**src/rtl/alu_op_sequencer_pkg.sv**
```systemverilog
// Shared definitions for the ALU op sequencer: FSM states, opcode classes,
// result-flag bit positions and opcode helper functions.
package alu_op_sequencer_pkg;

  typedef enum logic [1:0] {
    ST_IDLE  = 2'b00,
    ST_ISSUE = 2'b01,
    ST_RESP  = 2'b10
  } state_t;

  localparam logic [3:0] OP_ADD = 4'b0000;
  localparam logic [3:0] OP_SUB = 4'b0001;
  localparam logic [3:0] OP_CMP = 4'b0011;

  // Flag vector layout is {EQ,GT,LT,ZERO,CARRY,OVF}
  localparam int FLG_W     = 6;
  localparam int FLG_OVF   = 0;
  localparam int FLG_CARRY = 1;
  localparam int FLG_ZERO  = 2;
  localparam int FLG_LT    = 3;
  localparam int FLG_GT    = 4;
  localparam int FLG_EQ    = 5;

  // Codes 0010 and 0100..0111 are holes in the ALU opcode map
  function automatic logic op_legal(input logic [3:0] op);
    return op[3] || (op == OP_ADD) || (op == OP_SUB) || (op == OP_CMP);
  endfunction

  function automatic logic op_arith(input logic [3:0] op);
    return (op == OP_ADD) || (op == OP_SUB);
  endfunction

endpackage

```
**src/rtl/alu_op_sequencer_if.sv**
```systemverilog
// Command, ALU, result and debug-read signals of the ALU op sequencer.
interface alu_op_sequencer_if #(
  parameter int NREGS  = 4,
  parameter int DATA_W = 8
);
  localparam int RW = $clog2(NREGS);

  logic              cmd_valid;
  logic              cmd_ready;
  logic [3:0]        cmd_op;
  logic [RW-1:0]     cmd_srca;
  logic [RW-1:0]     cmd_srcb;
  logic [RW-1:0]     cmd_dst;
  logic              cmd_wb_en;
  logic              cmd_imm_en;
  logic [DATA_W-1:0] cmd_imm;

  logic [DATA_W-1:0] alu_a;
  logic [DATA_W-1:0] alu_b;
  logic [3:0]        alu_s;
  logic [DATA_W-1:0] alu_f;
  logic              alu_eq, alu_gt, alu_lt, alu_zero, alu_carry, alu_ovf;

  logic              res_valid;
  logic              res_ready;
  logic [DATA_W-1:0] res_data;
  logic [5:0]        res_flags;
  logic              res_err;
  logic [5:0]        sticky_flags;

  logic [RW-1:0]     rd_addr;
  logic [DATA_W-1:0] rd_data;

  modport master (
    input  cmd_valid, cmd_op, cmd_srca, cmd_srcb, cmd_dst, cmd_wb_en, cmd_imm_en, cmd_imm,
    output cmd_ready,
    output alu_a, alu_b, alu_s,
    input  alu_f, alu_eq, alu_gt, alu_lt, alu_zero, alu_carry, alu_ovf,
    output res_valid, res_data, res_flags, res_err, sticky_flags,
    input  res_ready,
    input  rd_addr,
    output rd_data
  );

  modport slave (
    output cmd_valid, cmd_op, cmd_srca, cmd_srcb, cmd_dst, cmd_wb_en, cmd_imm_en, cmd_imm,
    input  cmd_ready,
    input  alu_a, alu_b, alu_s,
    output alu_f, alu_eq, alu_gt, alu_lt, alu_zero, alu_carry, alu_ovf,
    input  res_valid, res_data, res_flags, res_err, sticky_flags,
    output res_ready,
    output rd_addr,
    input  rd_data
  );
endinterface

```
**src/rtl/alu_op_sequencer_regfile.sv**
```systemverilog
// Operand register file: two combinational operand reads, one debug read,
// one synchronous write port, all entries cleared by reset.
module alu_op_sequencer_regfile #(
  parameter int NREGS  = 4,
  parameter int DATA_W = 8
) (
  input  logic                     clk,
  input  logic                     rst,
  input  logic [$clog2(NREGS)-1:0] ra_addr,
  input  logic [$clog2(NREGS)-1:0] rb_addr,
  input  logic [$clog2(NREGS)-1:0] rd_addr,
  output logic [DATA_W-1:0]        ra_data,
  output logic [DATA_W-1:0]        rb_data,
  output logic [DATA_W-1:0]        rd_data,
  input  logic                     we,
  input  logic [$clog2(NREGS)-1:0] wa,
  input  logic [DATA_W-1:0]        wd
);
  logic [DATA_W-1:0] regs [NREGS];

  always_ff @(posedge clk or posedge rst) begin
    if (rst) begin
      for (int i = 0; i < NREGS; i++) regs[i] <= '0;
    end else if (we) begin
      regs[wa] <= wd;
    end
  end

  assign ra_data = regs[ra_addr];
  assign rb_data = regs[rb_addr];
  assign rd_data = regs[rd_addr];
endmodule

```
**src/rtl/alu_op_sequencer.sv**
```systemverilog
// Initiator for an external combinational ALU: accepts a command, registers
// operands onto the ALU, captures result/flags and returns them to the requester.
module alu_op_sequencer
  import alu_op_sequencer_pkg::*;
#(
  parameter int NREGS  = 4,
  parameter int DATA_W = 8
) (
  input  logic clk,
  input  logic rst,
  alu_op_sequencer_if.master bus
);
  localparam int RW = $clog2(NREGS);

  state_t            state, state_nxt;
  logic              accept, legal;
  logic              wb_en_p1;
  logic [RW-1:0]     dst_p1;
  logic [DATA_W-1:0] ra_data, rb_data;
  logic [FLG_W-1:0]  flags_p1;

  // Carry and overflow only mean something for add/sub
  function automatic logic [FLG_W-1:0] mask_flags(input logic [3:0] op,
    input logic eq, gt, lt, zero, carry, ovf);
    logic [FLG_W-1:0] f;
    f            = '0;
    f[FLG_EQ]    = eq;
    f[FLG_GT]    = gt;
    f[FLG_LT]    = lt;
    f[FLG_ZERO]  = zero;
    f[FLG_CARRY] = carry & op_arith(op);
    f[FLG_OVF]   = ovf & op_arith(op);
    return f;
  endfunction

  alu_op_sequencer_regfile #(.NREGS(NREGS), .DATA_W(DATA_W)) u_regfile (
    .clk     (clk),
    .rst     (rst),
    .ra_addr (bus.cmd_srca),
    .rb_addr (bus.cmd_srcb),
    .rd_addr (bus.rd_addr),
    .ra_data (ra_data),
    .rb_data (rb_data),
    .rd_data (bus.rd_data),
    .we      ((state == ST_ISSUE) && wb_en_p1),
    .wa      (dst_p1),
    .wd      (bus.alu_f)
  );

  assign bus.cmd_ready = (state == ST_IDLE);
  assign bus.res_valid = (state == ST_RESP);
  assign accept        = bus.cmd_valid && (state == ST_IDLE);
  assign legal         = op_legal(bus.cmd_op);
  assign flags_p1      = mask_flags(bus.alu_s, bus.alu_eq, bus.alu_gt, bus.alu_lt,
                                    bus.alu_zero, bus.alu_carry, bus.alu_ovf);

  always_ff @(posedge clk or posedge rst) begin
    if (rst) state <= ST_IDLE;
    else     state <= state_nxt;
  end

  always_comb begin
    state_nxt = state;
    case (state)
      ST_IDLE:  if (bus.cmd_valid) state_nxt = legal ? ST_ISSUE : ST_RESP;
      ST_ISSUE: state_nxt = ST_RESP;
      ST_RESP:  if (bus.res_ready) state_nxt = ST_IDLE;
      default:  state_nxt = ST_IDLE;
    endcase
  end

  always_ff @(posedge clk or posedge rst) begin
    if (rst) begin
      wb_en_p1         <= 1'b0;
      dst_p1           <= '0;
      bus.alu_a        <= '0;
      bus.alu_b        <= '0;
      bus.alu_s        <= 4'b0000;
      bus.res_data     <= '0;
      bus.res_flags    <= '0;
      bus.res_err      <= 1'b0;
      bus.sticky_flags <= '0;
    end else begin
      // p0 -> p1: command accept, operands onto the ALU
      if (accept) begin
        if (legal) begin
          bus.alu_a <= ra_data;
          bus.alu_b <= bus.cmd_imm_en ? bus.cmd_imm : rb_data;
          bus.alu_s <= bus.cmd_op;
          wb_en_p1  <= bus.cmd_wb_en;
          dst_p1    <= bus.cmd_dst;
        end else begin
          wb_en_p1      <= 1'b0;
          bus.res_err   <= 1'b1;
          bus.res_data  <= '0;
          bus.res_flags <= '0;
        end
      end
      // p1 -> p2: ALU has settled, capture result and flags
      if (state == ST_ISSUE) begin
        bus.res_data     <= bus.alu_f;
        bus.res_flags    <= flags_p1;
        bus.sticky_flags <= flags_p1;
        bus.res_err      <= 1'b0;
      end
    end
  end
endmodule

```
**src/flat_wrapper.sv**
```systemverilog
// flat-port wrapper written by rule: the top's interface ports become plain ports
module alu_op_sequencer_flat import alu_op_sequencer_pkg::*;
#(
  parameter int NREGS  = 4,
  parameter int DATA_W = 8
)
  (clk, rst, bus_cmd_valid, bus_cmd_op, bus_cmd_srca, bus_cmd_srcb, bus_cmd_dst, bus_cmd_wb_en, bus_cmd_imm_en, bus_cmd_imm, bus_cmd_ready, bus_alu_a, bus_alu_b, bus_alu_s, bus_alu_f, bus_alu_eq, bus_alu_gt, bus_alu_lt, bus_alu_zero, bus_alu_carry, bus_alu_ovf, bus_res_valid, bus_res_data, bus_res_flags, bus_res_err, bus_sticky_flags, bus_res_ready, bus_rd_addr, bus_rd_data);
  alu_op_sequencer_if #(.NREGS(NREGS), .DATA_W(DATA_W)) bus_i ();
  input  logic clk;
  input  logic rst;
  input wire logic [$bits(bus_i.cmd_valid)-1:0] bus_cmd_valid;
  input wire logic [$bits(bus_i.cmd_op)-1:0] bus_cmd_op;
  input wire logic [$bits(bus_i.cmd_srca)-1:0] bus_cmd_srca;
  input wire logic [$bits(bus_i.cmd_srcb)-1:0] bus_cmd_srcb;
  input wire logic [$bits(bus_i.cmd_dst)-1:0] bus_cmd_dst;
  input wire logic [$bits(bus_i.cmd_wb_en)-1:0] bus_cmd_wb_en;
  input wire logic [$bits(bus_i.cmd_imm_en)-1:0] bus_cmd_imm_en;
  input wire logic [$bits(bus_i.cmd_imm)-1:0] bus_cmd_imm;
  output wire logic [$bits(bus_i.cmd_ready)-1:0] bus_cmd_ready;
  output wire logic [$bits(bus_i.alu_a)-1:0] bus_alu_a;
  output wire logic [$bits(bus_i.alu_b)-1:0] bus_alu_b;
  output wire logic [$bits(bus_i.alu_s)-1:0] bus_alu_s;
  input wire logic [$bits(bus_i.alu_f)-1:0] bus_alu_f;
  input wire logic [$bits(bus_i.alu_eq)-1:0] bus_alu_eq;
  input wire logic [$bits(bus_i.alu_gt)-1:0] bus_alu_gt;
  input wire logic [$bits(bus_i.alu_lt)-1:0] bus_alu_lt;
  input wire logic [$bits(bus_i.alu_zero)-1:0] bus_alu_zero;
  input wire logic [$bits(bus_i.alu_carry)-1:0] bus_alu_carry;
  input wire logic [$bits(bus_i.alu_ovf)-1:0] bus_alu_ovf;
  output wire logic [$bits(bus_i.res_valid)-1:0] bus_res_valid;
  output wire logic [$bits(bus_i.res_data)-1:0] bus_res_data;
  output wire logic [$bits(bus_i.res_flags)-1:0] bus_res_flags;
  output wire logic [$bits(bus_i.res_err)-1:0] bus_res_err;
  output wire logic [$bits(bus_i.sticky_flags)-1:0] bus_sticky_flags;
  input wire logic [$bits(bus_i.res_ready)-1:0] bus_res_ready;
  input wire logic [$bits(bus_i.rd_addr)-1:0] bus_rd_addr;
  output wire logic [$bits(bus_i.rd_data)-1:0] bus_rd_data;
  assign bus_i.cmd_valid = bus_cmd_valid;
  assign bus_i.cmd_op = bus_cmd_op;
  assign bus_i.cmd_srca = bus_cmd_srca;
  assign bus_i.cmd_srcb = bus_cmd_srcb;
  assign bus_i.cmd_dst = bus_cmd_dst;
  assign bus_i.cmd_wb_en = bus_cmd_wb_en;
  assign bus_i.cmd_imm_en = bus_cmd_imm_en;
  assign bus_i.cmd_imm = bus_cmd_imm;
  assign bus_cmd_ready = bus_i.cmd_ready;
  assign bus_alu_a = bus_i.alu_a;
  assign bus_alu_b = bus_i.alu_b;
  assign bus_alu_s = bus_i.alu_s;
  assign bus_i.alu_f = bus_alu_f;
  assign bus_i.alu_eq = bus_alu_eq;
  assign bus_i.alu_gt = bus_alu_gt;
  assign bus_i.alu_lt = bus_alu_lt;
  assign bus_i.alu_zero = bus_alu_zero;
  assign bus_i.alu_carry = bus_alu_carry;
  assign bus_i.alu_ovf = bus_alu_ovf;
  assign bus_res_valid = bus_i.res_valid;
  assign bus_res_data = bus_i.res_data;
  assign bus_res_flags = bus_i.res_flags;
  assign bus_res_err = bus_i.res_err;
  assign bus_sticky_flags = bus_i.sticky_flags;
  assign bus_i.res_ready = bus_res_ready;
  assign bus_i.rd_addr = bus_rd_addr;
  assign bus_rd_data = bus_i.rd_data;
  alu_op_sequencer #(.NREGS(NREGS), .DATA_W(DATA_W)) u_core (.clk(clk), .rst(rst), .bus(bus_i));
endmodule
```
**config.mk**
```make
export PLATFORM = sky130hd
export DESIGN_NAME = alu_op_sequencer_flat
export DESIGN_NICKNAME = d
export VERILOG_FILES = /design/src/rtl/alu_op_sequencer_pkg.sv /design/src/rtl/alu_op_sequencer_if.sv /design/src/rtl/alu_op_sequencer_regfile.sv /design/src/rtl/alu_op_sequencer.sv /design/src/flat_wrapper.sv
export SDC_FILE = /design/constraint.sdc
export NUM_CORES = 1
export LEC_CHECK = 0
export BUFFER_PORTS_ARGS = -buffer_cell sky130_fd_sc_hd__buf_4
export CAP_MARGIN = 20
export CORE_ASPECT_RATIO = 0.5
export CORE_UTILIZATION = 31
export CTS_BUF_LIST = sky130_fd_sc_hd__clkbuf_2 sky130_fd_sc_hd__clkbuf_4 sky130_fd_sc_hd__clkbuf_8
export CTS_CLUSTER_DIAMETER = 30
export CTS_CLUSTER_SIZE = 25
export DETAILED_ROUTE_END_ITERATION = 6
export PLACE_DENSITY_LB_ADDON = 0.25
export REMOVE_ABC_BUFFERS = 1
export SKIP_CTS_REPAIR_TIMING = 1
export SLEW_MARGIN = 25
export SYNTH_ARGS = -nofsm -noshare
export SYNTH_HDL_FRONTEND = slang
export SYNTH_SLANG_ARGS = --single-unit
```
**constraint.sdc**
```tcl
create_clock -name clk -period 2.57 [get_ports clk]
set_input_delay 0.1285 -clock clk [delete_from_list [all_inputs] [get_ports clk]]
set_output_delay 0.1285 -clock clk [all_outputs]
set_load 0.02 [all_outputs]
```
# Word level (Yosys, flattened, before mapping)

Cells that the tools add are included.

Output and inout bits: 51
Bits of input ports: 40
Logic and storage cells: 74
Register bits: 78

Multiplexer cells: 27
Equality and inequality tests: 8
Order comparisons: 5
Reductions and logical operators: 14
Bitwise logic cells: 6

Operator list:

| kind                 | number |
|---|---|
| $mux W8              | 11 |
| $bmux W8 S2          | 3 |
| $bwmux W32           | 1 |
| $mux W6              | 3 |
| $demux W8 S2         | 1 |
| $ge A3 B3 Y1 const B | 4 |
| $not A2 Y3           | 4 |
| $eq A4 B1 Y1 const B | 2 |
| $logic_not A4 Y1     | 2 |
| $mux W2              | 3 |
| $pmux W2 S3          | 1 |
| $reduce_and A2 Y1    | 3 |
| $eq A4 B2 Y1 const B | 1 |
| $logic_or A1 B1 Y1   | 4 |
| $mux W1              | 4 |
| $ne A2 B2 Y1 const B | 2 |
| $logic_and A1 B1 Y1  | 3 |
| $lt A3 B1 Y1 const B | 1 |
| $and A1 B1 Y1        | 2 |
| $eq A2 B1 Y1 const B | 1 |
| $eq A2 B2 Y1 const B | 1 |
| $logic_not A2 Y1     | 1 |
| $ne A2 B1 Y1 const B | 1 |
| $reduce_bool A2 Y1   | 1 |

# Logic depth before layout (Yosys ltp)

Word-level depth: 7
Mapped depth: 6
Depth with buffers taken out: 5

# Hierarchy

A second synthesis with hierarchy kept.

Cell total of the unflattened synthesis: 259
Area, all modules: 3656.0 um^2

By module, submodules not included:

| module                   | area each (um^2) | times used | cells an instance | sequential area each (um^2) |
|---|---|---|---|---|
| alu_op_sequencer         | 1869.3           | 1          | 160               | 1151.1 |
| alu_op_sequencer_regfile | 1786.7           | 1          | 99                | 800.8 |

# Worst setup path after synthesis

Ideal clock, no wire load.

Path kind: reg2reg
Start point: reg u_core.state[1]
End point: reg u_core.bus.alu_s[0]
Period minus slack after synthesis: 1.505 ns
Library setup time: 0.125 ns
Data required time: 2.445 ns
Cell stages (with the launch flop): 7
Path slack: 1.065 ns
Path buffers: 1
Arrival: 1.381 ns
Cell sequence: dfrtp_1 > nand2b_1 > nor2_1 > nand2_1 > inv_1 > buf_4 > mux2_2

Cells in the longest elaborated chain, start to end: 3

RTL lines:

| item                        | line                      | text |
|---|---|---|
| start: declaration          | alu_op_sequencer.sv:15    | `state_t state, state_nxt;` |
| start signal: assignment    | alu_op_sequencer.sv:59    | `else state <= state_nxt;` |
| $logic_not A2 Y1            | alu_op_sequencer.sv:52    | `assign accept = bus.cmd_valid && (state == ST_IDLE);` |
| $logic_and A1 B1 Y1         | alu_op_sequencer.sv:52    |  |
| $reduce_and A2 Y1 (no line) | --                        |  |
| end signal: assignment      | alu_op_sequencer.sv:89    | `bus.alu_s <= bus.cmd_op;` |
| end: declaration            | alu_op_sequencer_if.sv:37 | `output alu_a, alu_b, alu_s,` |

No other way between the ends.
A chain may end at the register's enable or synchronous reset.

# Final worst setup path

Start point: reg u_core.wb_en_p1
End point: reg u_core.u_regfile.regs[25] (netlist bit)

Cells in the longest elaborated chain, start to end: 1

RTL lines:

| item                           | line                           | text |
|---|---|---|
| start: declaration             | alu_op_sequencer.sv:17         | `logic wb_en_p1;` |
| start signal: assignment       | alu_op_sequencer.sv:90         | `wb_en_p1 <= bus.cmd_wb_en;` |
| $logic_and A1 B1 Y1            | alu_op_sequencer.sv:45         | `.we ((state == ST_ISSUE) && wb_en_p1),` |
| end signal: indexed assignment | alu_op_sequencer_regfile.sv:25 | `regs[wa] <= wd;` |
| end: declaration               | alu_op_sequencer_regfile.sv:19 | `logic [DATA_W-1:0] regs [NREGS];` |

No other way between the ends.

==> summary.md <==
| Metric | Value |
|---|---|
| Cell Chain, Critical Path | inv_1, nor4_4, mux2_2 |
| Rows | 27 |
| Via count | 2697 |
| Reg2Reg Setup Slack | roughly 740 ps |
| Worst Setup Start Kind | flop |
| Max incr delay on CP | about 770 ps |
| First-pass GRT wire length | 15800 um |
| ANT cells | 0 |
| Syn avg cell area | roughly 13 um2 |
| Hold Crit Start | bus_alu_eq |
| Placer Congestion | 0.755 |
| Chip Width | approximately 160 um |
| VDD IR-drop max | 0.000256 V |
| Root Driver | clkbuf_8 |
| DR vias/cell | 4.99 |
| Flops & latches, synth | 78 |
| Antenna violations before repair | 0 |
| Starting DRT DRC Count | 171 |
| Die height | 78.9 um |
| Cell variety after synth | 27 |
| Status | finished clean |
| Nets | 419 |
| Synth top area cells | dfrtp_1, mux2_2, mux4_2, nand2_1, a21oi_1 |
| Tcrit/Tclk final | 0.713 |
| Bufs and invs on worst path | 1 |
| Clock tree sinks | 78 |
| Setup TNS | 0 ps |
| Cell taking the most area after synthesis | dfrtp_1 |
| Worst hold slack | roughly 3.6 ps |
| GRT Util Overall | 0.174 |
| Slowest cell on crit path | nor4_4 |
| GRT overflow | 0 |
| Worst reg2reg path depth | 3 |
| RR Endpoint | u_core.u_regfile.regs[25] |
| Total CTS buffers | 9 |
| Arrival @ worst endpoint | 2070 ps |
| Worst skew pair latency | 350 ps |
| Most common cell in the netlist | dfrtp_1 |
| Final min period | approximately 1800 ps |
| Drt drc | 0 |
| ANT nets after route | 0 |
| Post-synth top cells | dfrtp_1, mux2_2, nand2_1 |
| Worst setup EP type | flop |
| Cell family with most CP delay | simple AND/OR/NAND/NOR gates |
| Post-Syn Area | 3670 um2 |
| H-tree Lvls | 3 |
| Filler cells | 1062 |
| Synth Warn # | 0 |
| Total power | approximately 5.4 mW |
| IO Pins | 91 |
| Sequential share of the synthesized area | 0.532 |
| Drt wl/cell | 18.7 um |
| Share of cells above drive strength 1 | 0.484 |
| Vias in the first global route | 2861 |
| Synth Flop Type | dfrtp_1 |
| Hold depth | 3 |
| Die ar. | roughly 12000 um2 |
| Final Hold Fails | 0 |
| DP HPWL | 7090 um |
| Detailed-router iteration count before antenna repair | 4 |
| Initial Utilization | 0.326 |
| # port buffers | 90 |
| CP Class | reg -> reg |
| Max Cap Violations | 0 |
| FF+latch area | 1950 um2 |
| Yosys top cell area share | 0.532 |
| Worst slew pin tran | about 870 ps |
| Min-Delay Path Class | in -> reg |
| Worst Skew | between 9 and 10 ps |
| Max frequency | 546 MHz |
| Asr flop ratio synth | 1.00 |
| Synth Instances | approximately 280 |
| CTS tree | built |
| CTS clock-pin slew for the worst setup and hold paths | 80 ps |
| Rel. slew slack | 0.422 |
| Slew Limit Fails | 0 |
| Core Region | 11200 um2 |
| Hold EP | u_core.bus.sticky_flags[5] |
| Number of synthesized flops with an enable pin | 0 |
| RR Startpoint | u_core.wb_en_p1 |
| CP required | ~2800 ps |
| Layout area overhead | 29.1% |
| Area of the multi-input gates | 1620 um2 |
| PwrDens | roughly 1100 nW/um2 |
| Finish-stage setup viols | 0 |
| Crit path max fanout | 8 |
| CTS max path bufs | 2 |
| Pin count of the biggest net entering global routing | around 50 |
| Setup repair after global routing missed its margin | false |
| DRT Wirelength | between 10000 and 15000 um |
| Leak | 2.18 nW |
## layer usage
layer	share of wire	global-route usage	wire length, um	up-vias
li1	-	-	-	1226
met1	0.43	0.220	4350	1389
met2	0.51	0.300	5180	70
met3	0.049	0.0415	494	12
met4	0.011	0.0520	108	0
met5	0	0	0	-
## logic make-up (layout without fill, tap and decap cells)
| logic type | Yosys count | in the layout | share of synthesized area |
|---|---|---|---|
| compound gates | 46 | 46 | 0.0781 |
| simple gates | 59 | 59 | 0.0781 |
| mux | 77 | 77 | 0.283 |
| flops | 78 | 78 | 0.532 |
| buf+inv | 23 | 122 | 0.0290 |
## power breakdown
group,total (mW),switching [mW],internal [mW]
registers,2.28,0.480,1.80
clock network,0.821,0.435,0.386
logic,2.31,1.11,1.19
total,5.41,2.03,3.38
## registers in the layout, indices dropped and copies added, names as in the netlist
signal and cells:
u_core.wb_en_p1 1, u_core.bus.alu_a 8, u_core.state 2, u_core.u_regfile.regs 32, u_core.bus.res_err 1, u_core.bus.alu_s 4, u_core.bus.alu_b 8, u_core.bus.sticky_flags 6
u_core.bus.res_data 8, u_core.dst_p1 2, u_core.bus.res_flags 6
## worst min-delay path, delay by kind of cell
family,cells,cell delay (ps)
buffers and inverters,1,80
and+or+nand+nor,2,120
## cell usage in the layout, fill, tap and decap left out
| cell | n |
|---|---|
| mux2_2 | 52 |
| nand2_1 | 34 |
| mux2i_1 | 8 |
| clkbuf_4 | 2 |
| nor2b_1 | 1 |
| a221oi_1 | 8 |
| a21oi_1 | 16 |
| a211oi_2 | 1 |
| nand4_2 | 1 |
| mux2_1 | 1 |
| dlygate4sd3_1 | 6 |
| inv_1 | 4 |
| a21o_1 | 1 |
| clkbuf_8 | 10 |
| nand4b_2 | 1 |
| nand2b_1 | 5 |
| nor4_1 | 1 |
| o31ai_1 | 1 |
| clkinv_2 | 3 |
| dfrtp_1 | 78 |
| buf_4 | 97 |
| nand3_1 | 2 |
| mux4_2 | 16 |
| o21ai_0 | 14 |
| nor2_4 | 1 |
| nor2_1 | 12 |
| a22o_1 | 5 |
| nor4_4 | 1 |
## layout make-up
| class | instances | area share |
|---|---|---|
| inverter | 5 | 0.00423 |
| clock inverter | 2 | 0.00211 |
| timing repair buffer | 103 | 0.166 |
| sequential | 78 | 0.412 |
| clock buffer | 12 | 0.0322 |
| multi-input combinational | 182 | 0.341 |
| tap | 159 | 0.0420 |
## how the worst max path moves through the flow
stage	endpoint	cells after the start	slack, ps	start
final	u_core.u_regfile.regs[25]	3	740	u_core.wb_en_p1
after global routing	u_core.bus.alu_a[4]	6	640	u_core.state[1]
after CTS	u_core.u_regfile.regs[28]	3	760	u_core.wb_en_p1
after detailed placement	u_core.u_regfile.regs[30]	3	760	u_core.state[1]
after global placement	u_core.u_regfile.regs[28]	3	780	u_core.wb_en_p1
after floorplan	u_core.bus.alu_a[0]	1	450	rst
## through the flow
stage               utilization  std cells  instance area (um2)  setup WS [ps]
global placement          0.401        521                 4510            780
global route              0.421        541                 4740            640
floorplan                     -        265                 3580            446
detailed placement        0.401        521                 4510            761
finish                    0.421        541                 4740            739
CTS                       0.416        535                 4680            758
(Power assumes the default switching activity.)
